**config.mk**
```make
export PLATFORM = sky130hd
export DESIGN_NAME = uart_reg_host
export DESIGN_NICKNAME = d
export VERILOG_FILES = /design/src/rtl/uart_reg_host.sv
export SDC_FILE = /design/constraint.sdc
export NUM_CORES = 1
export LEC_CHECK = 0
export ABC_AREA = 1
export CORE_MARGIN = 2
export CORE_UTILIZATION = 30
export DETAILED_ROUTE_END_ITERATION = 6
export GPL_ROUTABILITY_DRIVEN = 1
export SYNTH_ARGS = -nofsm -noshare
export SYNTH_HDL_FRONTEND = slang
export SYNTH_SLANG_ARGS = --single-unit
```
**constraint.sdc**
```tcl
create_clock -name app_clk -period 3 [get_ports app_clk]
set_input_delay 0.6 -clock app_clk [delete_from_list [all_inputs] [get_ports app_clk]]
set_output_delay 0.6 -clock app_clk [all_outputs]
set_load 0.05 [all_outputs]
```
**src/rtl/uart_reg_host.sv**
```systemverilog
// Polls a uart_core status register and moves bytes between local TX/RX streams and its data registers.
// One bus access in flight at a time; streams stall via tx_ready/rx_valid; an unacked access times out.
module uart_reg_host #(
  parameter logic [3:0] STS_ADDR    = 4'h1,
  parameter logic [3:0] TXD_ADDR    = 4'h2,
  parameter logic [3:0] RXD_ADDR    = 4'h3,
  parameter int         TXFULL_BIT  = 0,
  parameter int         RXEMPTY_BIT = 1,
  parameter int         TMO_W       = 8
) (
  input  logic       app_clk,
  input  logic       arst,
  input  logic       cfg_enable,
  input  logic [7:0] cfg_poll_gap,
  input  logic       tx_valid,
  input  logic [7:0] tx_data,
  output logic       tx_ready,
  output logic       rx_valid,
  output logic [7:0] rx_data,
  input  logic       rx_ready,
  output logic       reg_cs,
  output logic       reg_wr,
  output logic [3:0] reg_addr,
  output logic [7:0] reg_wdata,
  output logic       reg_be,
  input  logic [7:0] reg_rdata,
  input  logic       reg_ack,
  output logic       tmo_err,
  output logic       busy
);

  typedef enum logic [2:0] {IDLE, STS_RD, DECIDE, TX_WR, RX_RD, GAP} state_t;

  localparam logic [TMO_W-1:0] TMO_LAST = {{(TMO_W-1){1'b1}}, 1'b0};
  localparam logic [TMO_W-1:0] TMO_ONE  = {{(TMO_W-1){1'b0}}, 1'b1};

  state_t           state_q, state_d;
  logic             out_en_q, out_en_d;
  logic             hold_valid_q, hold_valid_d;
  logic [7:0]       hold_data_q, hold_data_d;
  logic             rx_valid_q, rx_valid_d;
  logic [7:0]       rx_data_q, rx_data_d;
  logic             cs_q, cs_d;
  logic             wr_q, wr_d;
  logic [3:0]       addr_q, addr_d;
  logic [7:0]       wdata_q, wdata_d;
  logic [7:0]       sts_q, sts_d;
  logic             rr_pri_q, rr_pri_d;
  logic [TMO_W-1:0] tmo_q, tmo_d;
  logic [7:0]       gap_q, gap_d;
  logic             tmo_err_q, tmo_err_d;

  logic ack_v, tmo_hit, tx_ok, rx_ok;

  // tx_ready is held low through reset and the first edge after it
  assign tx_ready  = out_en_q & ~hold_valid_q;
  assign rx_valid  = rx_valid_q;
  assign rx_data   = rx_data_q;
  assign reg_cs    = cs_q;
  assign reg_wr    = wr_q;
  assign reg_addr  = addr_q;
  assign reg_wdata = wdata_q;
  assign reg_be    = cs_q;
  assign tmo_err   = tmo_err_q;
  assign busy      = (state_q != IDLE);

  always_comb begin
    state_d      = state_q;
    out_en_d     = 1'b1;
    hold_valid_d = hold_valid_q;
    hold_data_d  = hold_data_q;
    rx_valid_d   = rx_valid_q;
    rx_data_d    = rx_data_q;
    cs_d         = cs_q;
    wr_d         = wr_q;
    addr_d       = addr_q;
    wdata_d      = wdata_q;
    sts_d        = sts_q;
    rr_pri_d     = rr_pri_q;
    gap_d        = gap_q;
    tmo_err_d    = 1'b0;
    tmo_d        = '0;

    ack_v   = reg_ack & cs_q;
    tmo_hit = cs_q & ~reg_ack & (tmo_q == TMO_LAST);
    tx_ok   = hold_valid_q & ~sts_q[TXFULL_BIT];
    rx_ok   = ~sts_q[RXEMPTY_BIT] & ~rx_valid_q;

    if (tx_valid && tx_ready) begin
      hold_valid_d = 1'b1;
      hold_data_d  = tx_data;
    end
    if (rx_valid_q && rx_ready) begin
      rx_valid_d = 1'b0;
    end

    case (state_q)
      IDLE: begin
        if (cfg_enable) begin
          cs_d    = 1'b1;
          wr_d    = 1'b0;
          addr_d  = STS_ADDR;
          wdata_d = 8'h00;
          state_d = STS_RD;
        end
      end
      STS_RD: begin
        if (ack_v) begin
          sts_d   = reg_rdata;
          cs_d    = 1'b0;
          state_d = DECIDE;
        end
      end
      DECIDE: begin
        if (!cfg_enable) begin
          state_d = IDLE;
        end else if (tx_ok && (!rx_ok || !rr_pri_q)) begin
          cs_d    = 1'b1;
          wr_d    = 1'b1;
          addr_d  = TXD_ADDR;
          wdata_d = hold_data_q;
          state_d = TX_WR;
          if (rx_ok) rr_pri_d = ~rr_pri_q;
        end else if (rx_ok) begin
          cs_d    = 1'b1;
          wr_d    = 1'b0;
          addr_d  = RXD_ADDR;
          wdata_d = 8'h00;
          state_d = RX_RD;
          if (tx_ok) rr_pri_d = ~rr_pri_q;
        end else begin
          gap_d   = 8'h00;
          state_d = GAP;
        end
      end
      TX_WR: begin
        if (ack_v) begin
          hold_valid_d = 1'b0;
          cs_d         = 1'b0;
          state_d      = IDLE;
        end
      end
      RX_RD: begin
        if (ack_v) begin
          rx_valid_d = 1'b1;
          rx_data_d  = reg_rdata;
          cs_d       = 1'b0;
          state_d    = IDLE;
        end
      end
      GAP: begin
        // a zero gap still spends one cycle here
        if (({1'b0, gap_q} + 9'd1) >= {1'b0, cfg_poll_gap}) begin
          state_d = IDLE;
        end else begin
          gap_d = gap_q + 8'd1;
        end
      end
      default: state_d = IDLE;
    endcase

    if (tmo_hit) begin
      cs_d      = 1'b0;
      tmo_err_d = 1'b1;
      state_d   = IDLE;
    end

    if (cs_q && cs_d) begin
      tmo_d = tmo_q + TMO_ONE;
    end
  end

  always_ff @(posedge app_clk or posedge arst) begin
    if (arst) begin
      state_q      <= IDLE;
      out_en_q     <= 1'b0;
      hold_valid_q <= 1'b0;
      hold_data_q  <= 8'h00;
      rx_valid_q   <= 1'b0;
      rx_data_q    <= 8'h00;
      cs_q         <= 1'b0;
      wr_q         <= 1'b0;
      addr_q       <= 4'h0;
      wdata_q      <= 8'h00;
      sts_q        <= 8'h00;
      rr_pri_q     <= 1'b0;
      tmo_q        <= '0;
      gap_q        <= 8'h00;
      tmo_err_q    <= 1'b0;
    end else begin
      state_q      <= state_d;
      out_en_q     <= out_en_d;
      hold_valid_q <= hold_valid_d;
      hold_data_q  <= hold_data_d;
      rx_valid_q   <= rx_valid_d;
      rx_data_q    <= rx_data_d;
      cs_q         <= cs_d;
      wr_q         <= wr_d;
      addr_q       <= addr_d;
      wdata_q      <= wdata_d;
      sts_q        <= sts_d;
      rr_pri_q     <= rr_pri_d;
      tmo_q        <= tmo_d;
      gap_q        <= gap_d;
      tmo_err_q    <= tmo_err_d;
    end
  end

endmodule

```
==> results.md, run 1 <==
- Status: finished, final reports clean
- Worst Setup Start Kind: register
- Die width: a little over 100 µm
- Syn Inst Count: 330
- Worst slew pin tran: just under 700 ps
- Core footprint: around 0.0092 mm²
- Global-route wire length before repair: roughly 9400 µm
- Yosys cell types: 37
- PwrDens: between 800 and 900 mW/mm²
- Worst hold path cell count: 2
- Part of the power in registers: between 30% and 40%
- Vias in the first global route: approximately 2,100
- FF-to-FF End: gap_q[5]$_DFFE_PP0P_
- Fin crit period: roughly 2600 ps
- Clk_skew: about 11 ps
- PnR worst setup slack: between 400 and 500 ps
- Worst hold margin: between 400 and 500 ps
- Area growth from synthesis to layout: 27.0%
- Setup crit start: state_q[2]$_DFFE_PP0P_
- Combinational Power Share: 48.7%
- Via count: 2,230
- Total CTS buffers: 5
- Wire per inst: 11.1 µm
- CP Cell Sequence: nor2_4, inv_2, nor2_2, inv_1, clkdlybuf4s50_1
- Ranking of synthesized cells by area: dfrtp_1 (48%), nand2_1 (9.9%), inv_1 (6.6%)
- Clk sinks: 54
- Reg2reg setup slack: roughly 670 ps
- Clk_lat worst skew: between 300 and 400 ps
- VDD IR max: around 0.35 mV
- Sw Pwr: between 1 and 1.5 mW
- Design area: 0.00356 mm²
- Delay-heaviest family, CP: buffers and inverters
- CP max stage delay: 820 ps
- Die area: 0.0101 mm²
- Starting Density: a little under a third
- Share of the synthesized area in the top cell type: around 48%
- Maximum clock insertion buffer count: 2
- Total leakage power: roughly 1.7 nW
- Post-synth EDFFs: 0
- WL final: ~5500 µm
- Final TNS setup: 0 ps
- Final setup viols: 0
- Commonest cells post-synth: nand2_1 (74), dfrtp_1 (54), inv_1 (49)
- Non-Filler Instances: around 500
- Clk pwr share: between 10% and 20%
- Required @ worst endpoint: 2400 ps
- Die Height: slightly above 100 µm
- ANT nets after route: 0
- H-tree depth: 2
- Number of post-CTS setup repair buffers: 0
- Int Power: about 1.7 mW
- Fill cells: 948
- Worst hold path startpoint: reg_wr$_DFFE_PP0P_
- Max Freq: 390 MHz
- Synth warnings: 0
- PortBufs: 54
- #FFs+latches synth: 54
- Placed cells: a little under 500
- Hold Fails Final Rpt: 0
- Worst EP arrival: between 1500 and 2000 ps
- Total Power: ~3.1 mW
- Sequential area share after synthesis: between 40% and 50%
- Initial antenna violation count: 0
- CTS tree: built
- CTS root buf: clkbuf_8
- CP max-delay cell: clkdlybuf4s50_1
- Post-Place Setup Slack: just over 600 ps
- WHS Endpoint: reg_wr$_DFFE_PP0P_
- Mean area per synthesized cell: ~8.5 µm²
- Row cnt: 35
- Most used DFF post-synth: dfrtp_1
- Area after DPL: 0.00345 mm²
- FF-to-FF path depth: 19
- RSZ-0062 raised after global routing: false
- Sw Ratio: 45.1%
- Antenna Cells: 0
- Number of gates resized after cts: 0
- I/O Pins: 57
- GRT overflow: 0
- Yosys top cell by area: dfrtp_1
- Maximum fanout along the worst path: 6
- WP buf/inv: 3
- HPWL after DPL: between 4000 and 5000 µm
- Max transition margin: around 55%
- Share of cells above drive strength 1: 11.3%
- Largest net degree at the start of global routing: 55
- Most frequent cell after synthesis: nand2_1
- Post-synth ARST share: 100%
- DR iter-0 viols: between 100 and 150
- Tcrit/Tclk final: a little under nine tenths
- Net total in the final layout: between 400 and 500
- GRT Overall Usage: a little under an eighth
- Drt first pass iters: 4
- R2r startpoint: gap_q[0]$_DFFE_PP0P_
- CP Class: register to output pin
- Max_cap viols: 0
- Cell Area, Synth: between 0.002 and 0.003 mm²
- Worst min path class: register to register
- Final Max Slew Viols: 0
- Fin util: approximately two fifths
- Number of remaining DRC errors: 0
- Crit path capture type: output pin
- Clock transition at path regs: 100 ps
- Vias per cell: 4.47
- Routability Congestion: just over 0.8
- Hold-fix buffers, CTS: 0
-- routing by layer --
layer	track usage, %	share of wire (%)
met3	2.57	4.2
met4	3.37	1.2
met5	0	0
met1	15.0	46
met2	19.4	49
-- state kept, by name, summed over array words and instances, names as in the netlist --
name	cells
gap_q	8
hold_data_q	8
hold_valid_q	1
out_en_q	1
reg_addr	2
reg_be	1
reg_wdata	8
reg_wr	1
rr_pri_q	1
rx_data	8
rx_valid	1
state_q	3
sts_q	2
tmo_err	1
tmo_q	8
-- cell families after synthesis --
logic type / share of synthesized area (%)
AOI/OAI and AO/OA: 7.77
and+or+nand+nor: 25.1
DFF: 48.2
muxes: 2.41
other: 0.268
adders and majority gates: 4.91
buffers and inverters: 9.42
xor gates and xnor gates: 1.87
-- layout make-up --
type | instances | area (µm²) | share of cell area (%)
multi-input combinational | 213 | 1190 | 33.5
inverter | 57 | 216 | 6.08
tap | 111 | 139 | 3.90
clock inverter | 1 | 30.0 | 0.844
timing repair buffer | 56 | 556 | 15.6
clock buffer | 7 | 76.3 | 2.14
sequential | 54 | 1350 | 38.0
-- worst min-delay path, cell delays in order, from the launching register on --
cell	delay, ps
dfrtp_1	360
nand2_1	50
nand2_1	40
-- power by group through the flow --
stage	Clock, mW	Sequential [mW]	Combinational (mW)
after floorplan	0	1.44	0.748
after global placement	0	1.10	1.50
after detailed placement	0	1.11	1.51
after CTS	0.504	1.10	1.52
after global routing	0.525	1.13	1.64
final	0.480	1.09	1.49
-- cells in the final DEF, fill, tap and decap left out, drive strengths merged --
cell,synthesis,final
nand3,17,17
o31ai,1,1
a21oi,7,7
mux2,6,6
nor2,34,34
xnor2,1,1
nand2,81,81
o21bai,1,1
bufinv,0,1
dfrtp,54,54
buf,6,2
nand4,5,5
o21ai,26,26
ha,11,11
and3,1,1
inv,57,57
or2,1,1
clkbuf,1,7
nor3,10,10
clkdlybuf4s50,0,54
a32oi,1,1
o21a,1,1
conb,2,3
xor2,5,5
a31oi,1,1
-- how the worst max path moves through the flow --
stage,cells after the start,to
floorplan,19,gap_q[5]$_DFFE_PP0P_
global placement,15,gap_q[6]$_DFFE_PP0P_
detailed placement,15,gap_q[2]$_DFFE_PP0P_
CTS,5,busy
global route,19,gap_q[0]$_DFFE_PP0P_
finish,5,busy
Power figures use the tool's default switching activity.
==> run 2: changes to the inputs <==
--- a/config.mk
+++ b/config.mk
@@ -8,8 +8,10 @@
 export ABC_AREA = 1
 export CORE_MARGIN = 2
 export CORE_UTILIZATION = 30
+export CTS_BUF_LIST = sky130_fd_sc_hd__clkbuf_4 sky130_fd_sc_hd__clkbuf_8 sky130_fd_sc_hd__clkbuf_16
 export DETAILED_ROUTE_END_ITERATION = 6
 export GPL_ROUTABILITY_DRIVEN = 1
+export GPL_TIMING_DRIVEN = 0
 export SYNTH_ARGS = -nofsm -noshare
 export SYNTH_HDL_FRONTEND = slang
 export SYNTH_SLANG_ARGS = --single-unit
==> run 2 against run 1 <==
Clock-buffer cell count decreased by 2. Combinational power increased by 4%. Hold slack improved by 5.3 ps. Worst setup slack improved by 2.7 ps. Clock skew decreased by 3.1 ps. Critical path type unchanged. Highest routed layer unchanged.
==> results.md, run 2 (synthesis gave the netlist of run 1 again) <==
- Status: finished, final reports clean
- HPWL after DPL: 4410 µm (+4.4%)
- CTS root buf: clkbuf_8
- Clk pwr share: 15.4% (-0.3 points)
- Final setup viols: 0 (unchanged)
- Die Height: 101 µm (unchanged)
- Area of the multi-input gates: 0.00119 mm² (unchanged)
- Clock transition at path regs: 90 ps (about the same)
- FF-to-FF path depth: 19 (unchanged)
- Hold Fails Final Rpt: 0 (unchanged)
- FF-to-FF End: gap_q[2]$_DFFE_PP0P_
- PwrDens: 864 mW/mm² (+0.26%)
- Tcrit/Tclk final: 85.5% (-0.090 points)
- Global-route wire length before repair: 9900 µm (+4.8%)
- Final TNS setup: 0 ps (unchanged)
- R2r startpoint: gap_q[0]$_DFFE_PP0P_
- Combinational Power Share: 49.6% (+0.9 points)
- CP Class: register to output pin
- Clk sinks: 54 (unchanged)
- Total Power: 3.13 mW (+2.0%)
- Total CTS buffers: 5 (unchanged)
- Maximum clock insertion buffer count: 2 (unchanged)
- Share of cells above drive strength 1: 12.9% (+1.6 points)
- DR iter-0 viols: 73 (-38%)
- Antenna Cells: 0 (unchanged)
- PortBufs: 54 (unchanged)
- Area growth from synthesis to layout: 29.2%
- Total leakage power: 1.78 nW (+2.1%)
- Delay-heaviest family, CP: buffers and inverters
- Via count: 2,242 (+0.54%)
- CP Cell Sequence: nor2_4, inv_2, nor2_2, inv_1, clkdlybuf4s50_1
- Reg2reg setup slack: 690 ps (+20 ps)
- GRT overflow: 0 (unchanged)
- WHS Endpoint: reg_addr[1]$_DFFE_PP0P_
- Commonest non-fill, non-tap cell in the layout: nand2_1
- Worst EP arrival: 1960 ps (about the same)
- Max transition margin: 50.5% (-4.6 points)
- Worst slew pin tran: 742 ps (+67.8 ps)
- Number of gates resized after cts: 0 (unchanged)
- Initial antenna violation count: 0 (unchanged)
- Required @ worst endpoint: 2400 ps (about the same)
- Routability Congestion: 0.773 (-4.5%)
- CP max stage delay: 820 ps (about the same)
- FF/Latch Area: 0.00135 mm² (unchanged)
- Sw Ratio: 45.2% (+0.17 points)
- RSZ-0062 raised after global routing: false
- Starting Density: 30.6% (unchanged)
- Int Power: 1.71 mW (+1.7%)
- Wire per inst: 11.4 µm (+2.3%)
- Row cnt: 35 (unchanged)
- Maximum fanout along the worst path: 6 (unchanged)
- Worst hold path startpoint: reg_addr[1]$_DFFE_PP0P_
- Most frequent cells in the layout: nand2_1 (74), dfrtp_1 (54), clkdlybuf4s50_1 (54)
- VDD IR max: 0.283 mV (-18%)
- Worst Setup Start Kind: register
- Core footprint: 0.00915 mm² (unchanged)
- Largest net degree at the start of global routing: 34 (-38%)
- Sw Pwr: 1.41 mW (+2.4%)
- Number of remaining DRC errors: 0 (unchanged)
- Vias per cell: 4.44 (-0.66%)
- Clk_skew: 7.62 ps (-3.07 ps)
- Part of the power in registers: 35.0% (-0.6 points)
- Hold-fix buffers, CTS: 0 (unchanged)
- WL final: 5740 µm (+3.6%)
- Worst min path class: register to register
- Fin util: 39.6% (+0.68 points)
- WP buf/inv: 3 (unchanged)
- Net total in the final layout: 434 (+1.4%)
- Fin crit period: 2560 ps (-2.71 ps)
- Die area: 0.0101 mm² (unchanged)
- Fill cells: 941 (-0.74%)
- Crit path capture type: output pin
- Number of post-CTS setup repair buffers: 0 (unchanged)
- Die width: 101 µm (unchanged)
- H-tree depth: 2 (unchanged)
- Max_cap viols: 0 (unchanged)
- Clk_lat worst skew: 310 ps (about the same)
- Drt first pass iters: 4 (unchanged)
- Final Max Slew Viols: 0 (unchanged)
- Worst hold path cell count: 2 (unchanged)
- Max Freq: 390 MHz (+0.11%)
- CP max-delay cell: clkdlybuf4s50_1
- ANT nets after route: 0 (unchanged)
- Vias in the first global route: 2,351 (+14%)
- CTS tree: built
- I/O Pins: 57 (unchanged)
- GRT Overall Usage: 12.0% (+0.37 points)
run 2: cell count changes in the layout (fill, tap and decap cells not counted):
cell and change:
buf_2 +2, buf_4 +1, clkbuf_1 -1, clkinv_2 +2, buf_6 +1, buf_16 +1
run 2: worst min-delay path, stage by stage, from the launching register on:
cell and delay, ps:
dfrtp_1 350, nand2_1 60, o21ai_2 50
run 2: final cells by class:
class / count / area share [%]
clock inverters: 3 / 1.11
flip-flops and latches: 54 / 37.3
plain buffers: 7 / 1.31
multi-input cells: 213 / 32.9
inverters: 57 / 5.98
repair buffers: 55 / 15.7
well taps: 111 / 3.83
clock buffers: 5 / 1.90
run 2: power by group through the flow:
| stage | registers [mW] | logic [mW] | clock network, mW |
|---|---|---|---|
| 6_report | 1.10 | 1.55 | 0.482 |
| 5_1_grt | 1.12 | 1.69 | 0.531 |
| 4_1_cts | 1.10 | 1.57 | 0.506 |
| 3_5_place_dp | 1.11 | 1.56 | 0 |
| 3_3_place_gp | 1.10 | 1.54 | 0 |
| 2_1_floorplan | 1.44 | 0.748 | 0 |
run 2: worst max-delay path by stage:
stage | from | depth (start not counted) | to | slack [ps]
detailed placement | cfg_poll_gap[2] | 15 | gap_q[6]$_DFFE_PP0P_ | 600
CTS | state_q[2]$_DFFE_PP0P_ | 5 | busy | 430
global route | state_q[2]$_DFFE_PP0P_ | 5 | busy | 360
floorplan | gap_q[0]$_DFFE_PP0P_ | 19 | gap_q[5]$_DFFE_PP0P_ | 930
finish | state_q[2]$_DFFE_PP0P_ | 5 | busy | 440
global placement | arst | 2 | rx_valid$_DFF_PP0_ | 30
run 2: routing by layer:
layer | wire length (µm) | GRT usage [%] | vias up
met5 | 0 | 0 | -
met4 | 108 | 4.74 | 0
met3 | 205 | 2.43 | 10
met2 | 2790 | 21.1 | 38
met1 | 2630 | 14.2 | 1038
li1 | - | - | 1156
run 2: stage by stage:
| stage | hold WS (ps) | area (µm²) | instances | setup slack (ps) |
|---|---|---|---|---|
| after floorplan | 442 | 2810 | 331 | 934 |
| after CTS | 490 | 3620 | 505 | 430 |
| after global placement | 461 | 3490 | 496 | 30.4 |
| after detailed placement | 467 | 3510 | 497 | 602 |
| after global routing | 512 | 3620 | 505 | 357 |
| final | 485 | 3620 | 505 | 435 |
